--- config.mk ---
export PLATFORM = sky130hd
export DESIGN_NAME = fetch_pc_ctrl
export DESIGN_NICKNAME = d
export VERILOG_FILES = /design/src/rtl/fetch_pc_ctrl.sv
export SDC_FILE = /design/constraint.sdc
export NUM_CORES = 1
export LEC_CHECK = 0
export ABC_AREA = 1
export ABC_CLOCK_PERIOD_IN_PS = 2900
export BUFFER_PORTS_ARGS = -buffer_cell sky130_fd_sc_hd__buf_4
export CORE_MARGIN = 2
export CORE_UTILIZATION = 50
export CTS_BUF_LIST = sky130_fd_sc_hd__clkbuf_8
export DETAILED_ROUTE_END_ITERATION = 8
export PLACE_DENSITY = 0.89
export SYNTH_ARGS = -nofsm -noshare
export SYNTH_HDL_FRONTEND = slang
export SYNTH_SLANG_ARGS = --single-unit
--- constraint.sdc ---
create_clock -name clk -period 2.9 [get_ports clk]
set_input_delay 0.58 -clock clk [delete_from_list [all_inputs] [get_ports clk]]
set_output_delay 0.58 -clock clk [all_outputs]
set_load 0.1 [all_outputs]
--- src/rtl/fetch_pc_ctrl.sv ---
// Fetch-stage PC controller: owns the program counter, latches the IF/ID register,
// handles stall/branch/halt. Define FETCH_PERF_CNT_EN to add fetch/stall counters.
module fetch_pc_ctrl #(
  parameter int                      PC_WIDTH    = 8,
  parameter int                      INSTR_WIDTH = 32,
  parameter logic [PC_WIDTH-1:0]     RESET_PC    = {PC_WIDTH{1'b0}},
  parameter logic [INSTR_WIDTH-1:0]  HALT_INSTR  = 32'hFFFF_FFFF,
  parameter logic [INSTR_WIDTH-1:0]  NOP_INSTR   = 32'h0000_0000
) (
  input  logic                   clk,
  input  logic                   rst,
  input  logic                   stall,
  input  logic                   branchTaken,
  input  logic [PC_WIDTH-1:0]    branchTarget,
  input  logic [INSTR_WIDTH-1:0] instruction,
  output logic [PC_WIDTH-1:0]    programCounter,
  output logic [INSTR_WIDTH-1:0] ifIdInstruction,
  output logic [PC_WIDTH-1:0]    ifIdPc,
  output logic [PC_WIDTH-1:0]    ifIdPcPlus1,
  output logic                   ifIdValid,
`ifdef FETCH_PERF_CNT_EN
  output logic [31:0]            fetchCount,
  output logic [31:0]            stallCount,
`endif
  output logic                   halted
);

  typedef enum logic {
    RUN  = 1'b0,
    HALT = 1'b1
  } fetchState_t;

  fetchState_t        state;
  logic [PC_WIDTH-1:0] pcPlus1;
  logic                isHalt;
  logic                fetchEvent;
  logic                stallEvent;

  // Next sequential address and event decode shared by the FSM and counters.
  always_comb begin
    pcPlus1    = programCounter + PC_WIDTH'(1);
    isHalt     = (instruction == HALT_INSTR);
    fetchEvent = 1'b0;
    stallEvent = 1'b0;
    if ((state == RUN) && !branchTaken && !stall) begin
      fetchEvent = 1'b1;
    end else begin
      fetchEvent = 1'b0;
    end
    if (stall && !branchTaken) begin
      stallEvent = 1'b1;
    end else begin
      stallEvent = 1'b0;
    end
  end

  // Fetch FSM: PC, IF/ID register and halt flag, all registered.
  always_ff @(posedge clk or posedge rst) begin
    if (rst) begin
      state           <= RUN;
      programCounter  <= RESET_PC;
      ifIdInstruction <= NOP_INSTR;
      ifIdPc          <= {PC_WIDTH{1'b0}};
      ifIdPcPlus1     <= {PC_WIDTH{1'b0}};
      ifIdValid       <= 1'b0;
      halted          <= 1'b0;
    end else begin
      case (state)
        RUN: begin
          if (branchTaken) begin
            // Redirect wins over stall; the wrong-path word becomes a bubble.
            programCounter  <= branchTarget;
            ifIdInstruction <= NOP_INSTR;
            ifIdValid       <= 1'b0;
          end else if (stall) begin
            programCounter  <= programCounter;
          end else begin
            ifIdInstruction <= instruction;
            ifIdPc          <= programCounter;
            ifIdPcPlus1     <= pcPlus1;
            ifIdValid       <= 1'b1;
            if (isHalt) begin
              state  <= HALT;
              halted <= 1'b1;
            end else begin
              programCounter <= pcPlus1;
            end
          end
        end
        HALT: begin
          if (branchTaken) begin
            // An older branch cancels a speculatively fetched halt.
            programCounter  <= branchTarget;
            ifIdInstruction <= NOP_INSTR;
            ifIdValid       <= 1'b0;
            state           <= RUN;
            halted          <= 1'b0;
          end else if (stall) begin
            programCounter  <= programCounter;
          end else begin
            ifIdInstruction <= NOP_INSTR;
            ifIdValid       <= 1'b0;
          end
        end
        default: begin
          state           <= RUN;
          programCounter  <= RESET_PC;
          ifIdInstruction <= NOP_INSTR;
          ifIdValid       <= 1'b0;
          halted          <= 1'b0;
        end
      endcase
    end
  end

`ifdef FETCH_PERF_CNT_EN
  // Saturating fetch and stall event counters.
  always_ff @(posedge clk or posedge rst) begin
    if (rst) begin
      fetchCount <= 32'd0;
      stallCount <= 32'd0;
    end else begin
      if (fetchEvent && (fetchCount != 32'hFFFF_FFFF)) begin
        fetchCount <= fetchCount + 32'd1;
      end else begin
        fetchCount <= fetchCount;
      end
      if (stallEvent && (stallCount != 32'hFFFF_FFFF)) begin
        stallCount <= stallCount + 32'd1;
      end else begin
        stallCount <= stallCount;
      end
    end
  end
`endif

endmodule

# After elaboration in Yosys (flattened, before gate mapping)
# Cells that the tools add are included.
[op_classes] n_addsub=1 eq_ne=8 muxes=25 bitwise_logic=3 reduce_logical=4
[ops] operator="two-way mux 32 bit" n=4
[ops] operator="one-hot mux 32 bit (2 select lines)" n=1
[ops] operator="== test 32 bit, second input constant" n=1
[ops] operator="two-way mux 8 bit" n=4
[ops] operator="one-hot mux 8 bit (2 select lines)" n=1
[ops] operator="two-way mux 1 bit" n=12
[ops] operator="!= test 3 bit, second input constant" n=3
[ops] operator="adder 8 x 1 -> 8 bit, second input constant" n=1
[ops] operator="!= test 2 bit, second input constant" n=4
[ops] operator="one-hot mux 1 bit (2 select lines)" n=3
[ops] operator="AND reduction 3 bit" n=2
[ops] operator="AND reduction 4 bit" n=1
[ops] operator="inverter 1 bit" n=3
[ops] operator="AND reduction 2 bit" n=1
[word_totals] register_bits=59 inputBits=44

# Longest topological paths before layout
# Gate-level depths: netlist of run 1.
[logic_depth] depth_word=5 ltp_mapped=9

# Least setup slack after synthesis of run 1
# Ideal clock, no wire load.
[synth_timing] kind="flip-flop to flip-flop" from="reg programCounter[0]" to="reg programCounter[6]" setup_time_ps=121 arrival_time_ps=1802 required_ps=2779 path_slack_ps=977 path_stages_with_launch=9 path_buffers=0 period_less_slack_ps=1923 path_cell_list="dfrtp_1 -> ha_1 -> nand2_1 -> inv_1 -> nand4_1 -> nand3_1 -> nand2_1 -> nand2_1 -> nand2_1"
[synth_via] elab_chain_len=5
[synth_lines] item="start: declaration" line="16" rtl="output logic [PC_WIDTH-1:0] programCounter,"
[synth_lines] item="start signal: assignment" line="72" rtl="programCounter <= branchTarget;"
[synth_lines] item="start signal: assignment" line="76" rtl="programCounter <= programCounter;"
[synth_lines] item="start signal: assignment" line="86" rtl="programCounter <= pcPlus1;"
[synth_lines] item="adder 8 x 1 -> 8 bit" line="41" rtl="pcPlus1 = programCounter + PC_WIDTH'(1);"
[synth_lines] item="two-way mux 8 bit" line="82" rtl="if (isHalt) begin"
[synth_lines] item="two-way mux 8 bit" line="75" rtl="end else if (stall) begin"
[synth_lines] item="two-way mux 8 bit" line="70" rtl="if (branchTaken) begin"
[synth_lines] item="one-hot mux 8 bit (2 select lines)" line="68" rtl="case (state)"
# No other way between the ends. The select of a mux whose other input is x is not followed.
# A chain may end at the register's enable or synchronous reset.

# Worst setup path in the final report of run 1
[layout_timing] from="reg programCounter[0]" to="out programCounter[0]"
# No word-level cell between the ends.

==> flow_summary.yaml, run 1 <==
critical_path:
  startpoint_type: "flop"
  crit_start: "programCounter[0]"
  r2r_setup_slack_ps: 1330
  critPathTopFamily: "flip-flops"
  reg2reg_depth: 6
  slowest_delay_ps: 460
  crit_chain: "buf_4"
  r2r_start: "state"
  critPathMaxFanout: 6
  worst-path-buf-inv: 1
  crit_type: "flop to primary output"
  endpoint_kind: "primary output"
  critPathSlowestCell: "dfrtp_1"
  crit_arrival_ps: 1130
  critPathRequiredTime_ps: 2320
  reg2reg_to: "ifIdPcPlus1[0]"
floorplanning:
  initial_core_util_pct: 51.4
  core_um2: 5040
  die_h_um: 76.0
  io_pins: 102
  die_area_um2: 5770
  placementRows: 26
  die_w_um: 76.0
global_route:
  antenna_found_initial: 0
  grt_max_degree: 48
  grt_pass1_vias: 2333
  grt_util_met3_pct: 8.65
  use_met1_pct: 31.9
  grt.busiest_layer: "met2"
  use_met2_pct: 39.5
  grt.overflow.total: 0
  grt_use_total_pct: 24.6
  grt_pass1_wl_um: 11400
sta:
  rsz0062_at_grt: "no"
  drv_slew: 0
  finalSetupViolations: 0
  slew_headroom_pct: 48.6
  max_freq_mhz: 584
  post-route-min-period_ps: 1710
  skew_ps: 3.92
  hold_viol: 0
  setup_tns_ps: 0
  final.period_utilization_pct: 59.0
  max_slew.worst_pin.slew_ps: 770
  hold_ws_ps: 181
clock_tree:
  clk_latency_ps: 330
  clockBufferDepth: 2
  numCtsBuffers: 9
  tritoncts: "yes"
  cts.sinks: 59
  postCtsSetupBuffers: 0
  cts_root_buffer: "clkbuf_8"
  ctsHoldBuffers: 0
  cts_resized: 0
  clk_pin_slew_ps: 60
  htree_levels: 3
drt:
  drt_first_pass_iters: 5
  drc: 0
  vias: 2441
  antenna_left: 0
  drt-total-wl_um: 6740
  drt_iter0_drc: 202
  wire_per_inst_um: 15.5
  via_per_inst: 5.61
synthesis:
  syn_nets: 307
  synth_cell_types: 26
  syn_avg_cell_area_um2: 9.89
  synth_seq_cells: 59
  yosysSeqAreaShare_pct: 57.0
  synth_cells: 262
  ys_warn_count: 0
  syn-cell-area_um2: 2590
layout:
  nFillCells: 395
  area_growth_pct: 36.6
  post-route-util_pct: 70.1
  stdcell_area_um2: 3540
  antenna_cells: 0
  finish.net_count: 405
  drive_gt1_share_pct: 35.1
placement:
  hpwl_um: 4720
  placed_cell_area_um2: 3350
  port_buffers: 101
  gp_congestion: 0.824
power_and_ir_drop:
  cellLeakagePower_nw: 1.85
  ir_drop_mv: 0.406
  power_mw: 2.65
  power.density_nw_per_um2: 748
job:
  cap_viol_max_count: 0
worst_hold_path:
  hp-class: "input port to async pin"
run_status:
  status: "complete, no violations"
[registers in the layout (all words and copies together) (netlist names)]
| register | flops |
|---|---|
| ifIdInstruction | 32 |
| ifIdPcPlus1 | 8 |
| ifIdPc | 8 |
| programCounter | 8 |
| halted | 1 |
| ifIdValid | 1 |
| state | 1 |
[metrics by stage]
stage                     std cells  worst slack (ps)
after floorplan                 262               864
after global placement          419              1100
after detailed placement        419              1080
after CTS                       435              1170
after global routing            435              1130
final                           435              1190
[kinds of logic (layout without fill, tap and decap cells)]
logic type / count (synthesis) / count (layout) / synth area share, %
buffers and inverters: 27 / 130 / 5.75
DFF: 59 / 59 / 57.0
adders and majority gates: 1 / 1 / 0.483
and+or+nand+nor: 125 / 125 / 20.8
AOI/OAI and AO/OA: 50 / 50 / 15.9
[cell usage after synthesis]
cell type  number  share of area (%)
buf_2           3               0.58
nor2_8          1               0.77
o21ai_1         6                1.2
dfrtp_1        59                 57
nor2_4          1               0.43
nor2_2          2               0.48
or2_2           1               0.24
a32o_1         32                 12
buf_6           2               0.87
clkbuf_1        8                1.2
ha_1            1               0.48
inv_2           1               0.14
buf_8           2                1.2
nand4_1         1               0.24
nand3_2         1               0.39
buf_4           1               0.29
nand3_1        16                3.1
nand2_1        89                 13
a21oi_1         2               0.39
inv_4           1               0.24
o21ai_0         9                1.7
nor2_1         11                1.6
inv_1           9                1.3
o21a_1          1               0.29
nand2_2         1               0.24
nand2_4         1               0.43
[report_power, final]
group	internal (mW)	switching [mW]
combinational	0.203	0.778
sequential	0.904	0.0634
clock	0.396	0.300
total	1.50	1.14
[how the worst max path moves through the flow]
stage | end | cells after the start
floorplan | halted | 1
global placement | ifIdPcPlus1[0] | 7
detailed placement | ifIdPcPlus1[0] | 7
CTS | programCounter[0] | 1
global route | programCounter[0] | 1
finish | programCounter[0] | 1
[layer usage]
layer / wire length [um] / vias to the layer above
li1: - / 1100
met1: 2670 / 1190
met2: 3350 / 133
met3: 564 / 18
met4: 144 / 0
met5: 0 / -
[layout make-up]
cell class	count	area (um2)	area share, %
tap	70	87.6	2.48
sequential	59	1480	41.7
clock inverter	3	12.5	0.354
timing repair buffer	103	773	21.9
inverter	11	43.8	1.24
multi-input combinational	176	965	27.3
clock buffer	13	179	5.06
[placed cells by master (no fill, tap or decap)]
master	count
a21oi_1	2
a32o_1	32
buf_4	103
clkbuf_8	13
clkinv_2	1
dfrtp_1	59
ha_1	1
inv_1	10
inv_2	2
inv_4	1
nand2_1	89
nand2_2	1
nand2_4	1
nand3_1	16
nand3_2	1
nand4_1	1
nor2_1	11
nor2_2	2
nor2_4	1
nor2_8	1
o21a_1	1
o21ai_0	9
o21ai_1	6
or2_2	1
Note: power is estimated with default switching activity, not from simulation.
==> run 2, diff against run 1 <==
Settings changed: ABC_AREA 1 to 0, ABC_CLOCK_PERIOD_IN_PS 2900 to 1500, CORE_UTILIZATION 50 to 44, PLACE_DENSITY 0.89 to 0.85.
Clock period 2.9 ns to 1.5 ns, I/O delays scaled along.
==> flow_summary.yaml, run 2 <==
layout:
  drive_gt1_share_pct: 54.0
  mostFrequentLayoutCells: "126 x buf_4, 52 x dfrtp_1, 37 x nand2_1, 32 x a22o_1, 12 x clkbuf_8"
  top_register: "ifIdInstruction"
  largest_register_ffs: 32
  area_growth_pct: 65.2
  post-route-util_pct: 76.5
  finish.net_count: 388
  final_common_cell: "buf_4"
  antenna_cells: 0
critical_path:
  endpoint_kind: "flop"
  reg2reg_depth: 5
  crit_start: "programCounter[1]"
  r2r_start: "programCounter[1]"
  critPathSlowestCell: "dfrtp_4"
  slowest_delay_ps: 530
  worst-path-buf-inv: 0
  critPathMaxFanout: 7
  crit_type: "flop to flop"
  startpoint_type: "flop"
  worstSetupPathDepth: 5
  crit_chain: "ha_4 > nand3_2 > xor2_2 > a21oi_1 > mux2_2"
  crit_arrival_ps: 1730
  critPathRequiredTime_ps: 1720
  critPathTopFamily: "flip-flops"
global_route:
  grt_use_total_pct: 25.0
  grt_pass1_wl_um: 11400
  grt.overflow.total: 0
  grt_pass1_vias: 2279
  grt_max_degree: 26
  antenna_found_initial: 0
sta:
  post-route-min-period_ps: 1510
  worst_slack_ps: -9.84
  rsz0062_at_grt: "yes"
  max_freq_mhz: 662
  hold_viol: 11
  drv_slew: 0
  final.period_utilization_pct: 101
  skew_ps: 7.10
  hold_ws_ps: -4.55
  max_slew.worst_pin.slew_ps: 518
  finalSetupViolations: 1
  slew_headroom_pct: 65.4
run_status:
  status: "finished with violations"
  violations: "negative hold slack, negative setup slack"
synthesis:
  synth_cell_types: 23
  synthTopCellsByCount: "59 x dfrtp_1, 38 x nand2_1, 32 x a22o_1, 11 x clkbuf_1, 10 x nor2_1"
  yosysSeqAreaShare_pct: 61.6
  netlist_top_cells_area: "dfrtp_1 62%, a22o_1 12%, nand2_1 6.0%"
  synth_top_area_share_pct: 61.6
  synth_top_area_cell: "dfrtp_1"
  synth_cells: 207
  synth_seq_cells: 59
  syn_avg_cell_area_um2: 11.6
  syn-cell-area_um2: 2400
  syn_nets: 252
  synth_top_flop_cell: "dfrtp_1"
  synth.most_common_cell: "dfrtp_1"
  async_flop_share_pct: 100
  synth_enable_flop_cells: 0
  ys_warn_count: 0
drt:
  vias: 2185
  drt_first_pass_iters: 4
  antenna_left: 0
  via_per_inst: 5.23
  wire_per_inst_um: 17.2
  drc: 0
  drt_iter0_drc: 196
  drt-total-wl_um: 7170
clock_tree:
  ctsHoldBuffers: 0
  htree_levels: 3
  clk_latency_ps: 340
  clockBufferDepth: 2
  clk_pin_slew_ps: 70
  cts_root_buffer: "clkbuf_8"
  tritoncts: "yes"
  numCtsBuffers: 9
  cts.sinks: 59
placement:
  gp_congestion: 0.800
  hpwl_um: 5010
  port_buffers: 101
floorplanning:
  core_um2: 5170
  placementRows: 26
  die_area_um2: 6050
  initial_core_util_pct: 46.3
  io_pins: 102
  die_h_um: 77.8
  die_w_um: 77.8
job:
  cap_viol_max_count: 0
power_and_ir_drop:
  ir_drop_mv: 1.07
  power_mw: 6.54
  power.density_nw_per_um2: 1650
  cellLeakagePower_nw: 2.01
worst_hold_path:
  hp-class: "input port to async pin"
## run 2: changes by cell type in the layout (fill, tap and decap cells not counted), moves of 9 or more
cell	change
a22o_1	+32
nand3_1	-15
nand2_1	-52
a32o_1	-32
buf_4	+23
inv_1	-9
## run 2: metrics by stage
step / setup WS (ps) / TNS (ps) / area, um2 / std cells
after floorplan: -114 / -550 / 2470 / 207
after global placement: -298 / -2280 / 3560 / 399
after detailed placement: -359 / -2760 / 3560 / 399
after CTS: -15.3 / -29.1 / 3870 / 416
after global routing: -55.9 / -154 / 3960 / 418
final: -9.84 / -9.84 / 3960 / 418
## run 2: worst reg2reg max path, stage by stage (launching register included)
cell     delay [ps]
dfrtp_4         530
ha_4            200
nand3_2         100
xor2_2          200
a21oi_1         110
mux2_2          260
## run 2: what timing repair did
item / CTS / global route
pin swaps: 0 / 5
setup buffers: 1 / 2
resized for setup: 8 / 15
setup endpoints to repair: 9 / 9
## run 2: final timing paths
check	end	slack, ps
max reg2reg	programCounter[4]	-10
min in group clk	ifIdInstruction[2]	180
min reg2reg	ifIdPcPlus1[3]	480
max	programCounter[4]	-10
min	ifIdPcPlus1[5]	-5
max in group asynchronous	ifIdInstruction[22]	960
## run 2: logic make-up (layout without fill, tap and decap cells)
| group | Yosys count | count (layout) | synth area share, % |
|---|---|---|---|
| AND/OR/NAND/NOR | 68 | 68 | 13.0 |
| multiplexers | 9 | 9 | 4.23 |
| XOR/XNOR | 6 | 6 | 2.19 |
| flip-flops | 59 | 59 | 61.6 |
| adder cells (fa/ha/maj) | 1 | 1 | 0.522 |
| buffers and inverters | 14 | 155 | 2.25 |
| AO/OA/AOI/OAI | 50 | 50 | 16.2 |
## run 2: final cells by class
type	count	area (um2)
clock inverters	4	95.1
flip-flops and latches	59	1500
multi-input cells	134	976
repair buffers	137	1120
clock buffers	12	165
inverters	2	11.3
well taps	70	87.6
fillers	308	1210
## run 2: power breakdown
part	switching (mW)	internal [mW]
Clock	0.633	1.24
Combinational	1.97	0.730
Sequential	0.162	1.82
Total	2.76	3.78
## run 2: per-layer routing
metal,vias to the layer above,global-route usage (%),wire [um]
li1,1012,-,-
met1,1080,31.6,2910
met2,79,39.4,3630
met3,14,8.26,432
met4,0,10.4,193
met5,-,0,0
==> run 3, diff against run 2 <==
Settings changed: SKIP_LAST_GASP from default to 1.
==> flow_summary.yaml, run 3 (same netlist as run 2, synthesis figures left out) <==
global_route:
  grt_pass1_wl_um: 11400
  grt_max_degree: 26
  grt_pass1_vias: 2281
  grt.overflow.total: 0
  grt_use_total_pct: 25.0
  antenna_found_initial: 0
layout:
  area_growth_pct: 65.0
  antenna_cells: 0
  final_common_cell: "buf_4"
  mostFrequentLayoutCells: "126 x buf_4, 52 x dfrtp_1, 37 x nand2_1, 32 x a22o_1, 12 x clkbuf_8"
  drive_gt1_share_pct: 53.7
  top_register: "ifIdInstruction"
  stdcell_count: 418
  finish.net_count: 388
  nFillCells: 308
  seqCellArea_um2: 1500
  multi_input_area_um2: 971
  largest_register_ffs: 32
sta:
  worst_slack_ps: -7.52
  max_slew.worst_pin.slew_ps: 518
  slew_headroom_pct: 65.4
  hold_ws_ps: -2.32
  drv_slew: 0
  post-route-min-period_ps: 1510
  finalSetupViolations: 1
  rsz0062_at_grt: "yes"
  hold_viol: 7
  max_freq_mhz: 663
  final.period_utilization_pct: 101
  skew_ps: 6.63
  setup_tns_ps: -7.52
clock_tree:
  cts.sinks: 59
  clk_latency_ps: 340
  numCtsBuffers: 9
  ctsHoldBuffers: 0
  cts_root_buffer: "clkbuf_8"
  clk_pin_slew_ps: 70
  tritoncts: "yes"
  htree_levels: 3
  clockBufferDepth: 2
drt:
  drc: 0
  vias: 2183
  wire_per_inst_um: 17.2
  antenna_left: 0
  drt_iter0_drc: 167
  drt_first_pass_iters: 4
  via_per_inst: 5.22
  drt-total-wl_um: 7190
critical_path:
  endpoint_kind: "flop"
  critPathRequiredTime_ps: 1720
  startpoint_type: "flop"
  critPathMaxFanout: 7
  crit_type: "flop to flop"
  crit_arrival_ps: 1730
run_status:
  status: "finished with violations"
  violations: "negative hold slack, negative setup slack"
placement:
  gp_congestion: 0.800
  place_inst: 399
  post-place-ws_ps: -359
  hpwl_um: 5010
  port_buffers: 101
floorplanning:
  die_area_um2: 6050
  core_um2: 5170
  placementRows: 26
  die_h_um: 77.8
  die_w_um: 77.8
  io_pins: 102
  initial_core_util_pct: 46.3
power_and_ir_drop:
  ir_drop_mv: 1.07
  power.density_nw_per_um2: 1650
  cellLeakagePower_nw: 2.01
worst_hold_path:
  hp-class: "input port to async pin"
job:
  cap_viol_max_count: 0
-- run 3: path summary, 6_finish.rpt --
path / start / to / slack (ps) / depth (start not counted)
max in group asynchronous: rst / ifIdInstruction[22] / 950 / 3
worst max register to register: programCounter[1] / programCounter[4] / -8 / 5
worst max-delay path: programCounter[1] / programCounter[4] / -8 / 5
worst min-delay path: rst / ifIdPcPlus1[5] / -2 / 2
worst min register to register: ifIdPcPlus1[3] / ifIdPcPlus1[3] / 480 / 2
min in group clk: instruction[2] / ifIdInstruction[2] / 190 / 2
-- run 3: repair_timing --
action                     4_1_cts  5_1_grt
buffers inserted                 1        2
pin swaps                        0        5
gates resized for setup          8       14
setup endpoints to repair        9        9
-- run 3: layout make-up --
class / count / share of cell area (%)
Clock buffer: 12 / 4.18
Timing Repair Buffer: 137 / 28.4
Sequential cell: 59 / 38.0
Tap cell: 70 / 2.22
Multi-Input combinational cell: 134 / 24.6
Clock inverter: 4 / 2.41
Inverter: 2 / 0.285
-- run 3: power by group --
part           switching [mW]  internal, mW  leakage, nW
clock                   0.631          1.24        0.133
sequential              0.160          1.82        0.746
combinational            1.97         0.730         1.13
-- run 3: critical path, stage by stage, from the launching register on --
cell     delay (ps)
dfrtp_4         530
ha_4            200
nand3_2         100
xor2_2          190
a21oi_1         110
mux2_2          260
-- run 3: stage by stage --
| stage | cell area, um2 | total power [mW] | util [%] |
|---|---|---|---|
| CTS | 3870 | 6.46 | 74.8 |
| finish | 3950 | 6.54 | 76.4 |
| detailed placement | 3560 | 4.55 | 68.9 |
| global route | 3950 | 6.77 | 76.4 |
| floorplan | 2470 | 3.84 | - |
| global placement | 3560 | 4.49 | 68.9 |
-- run 3: layer usage --
metal	GRT usage, %	wire (um)	vias to the layer above
met5	0	0	-
met4	10.4	191	0
met3	8.26	362	14
met2	39.4	3630	73
met1	31.6	3010	1086
li1	-	-	1010
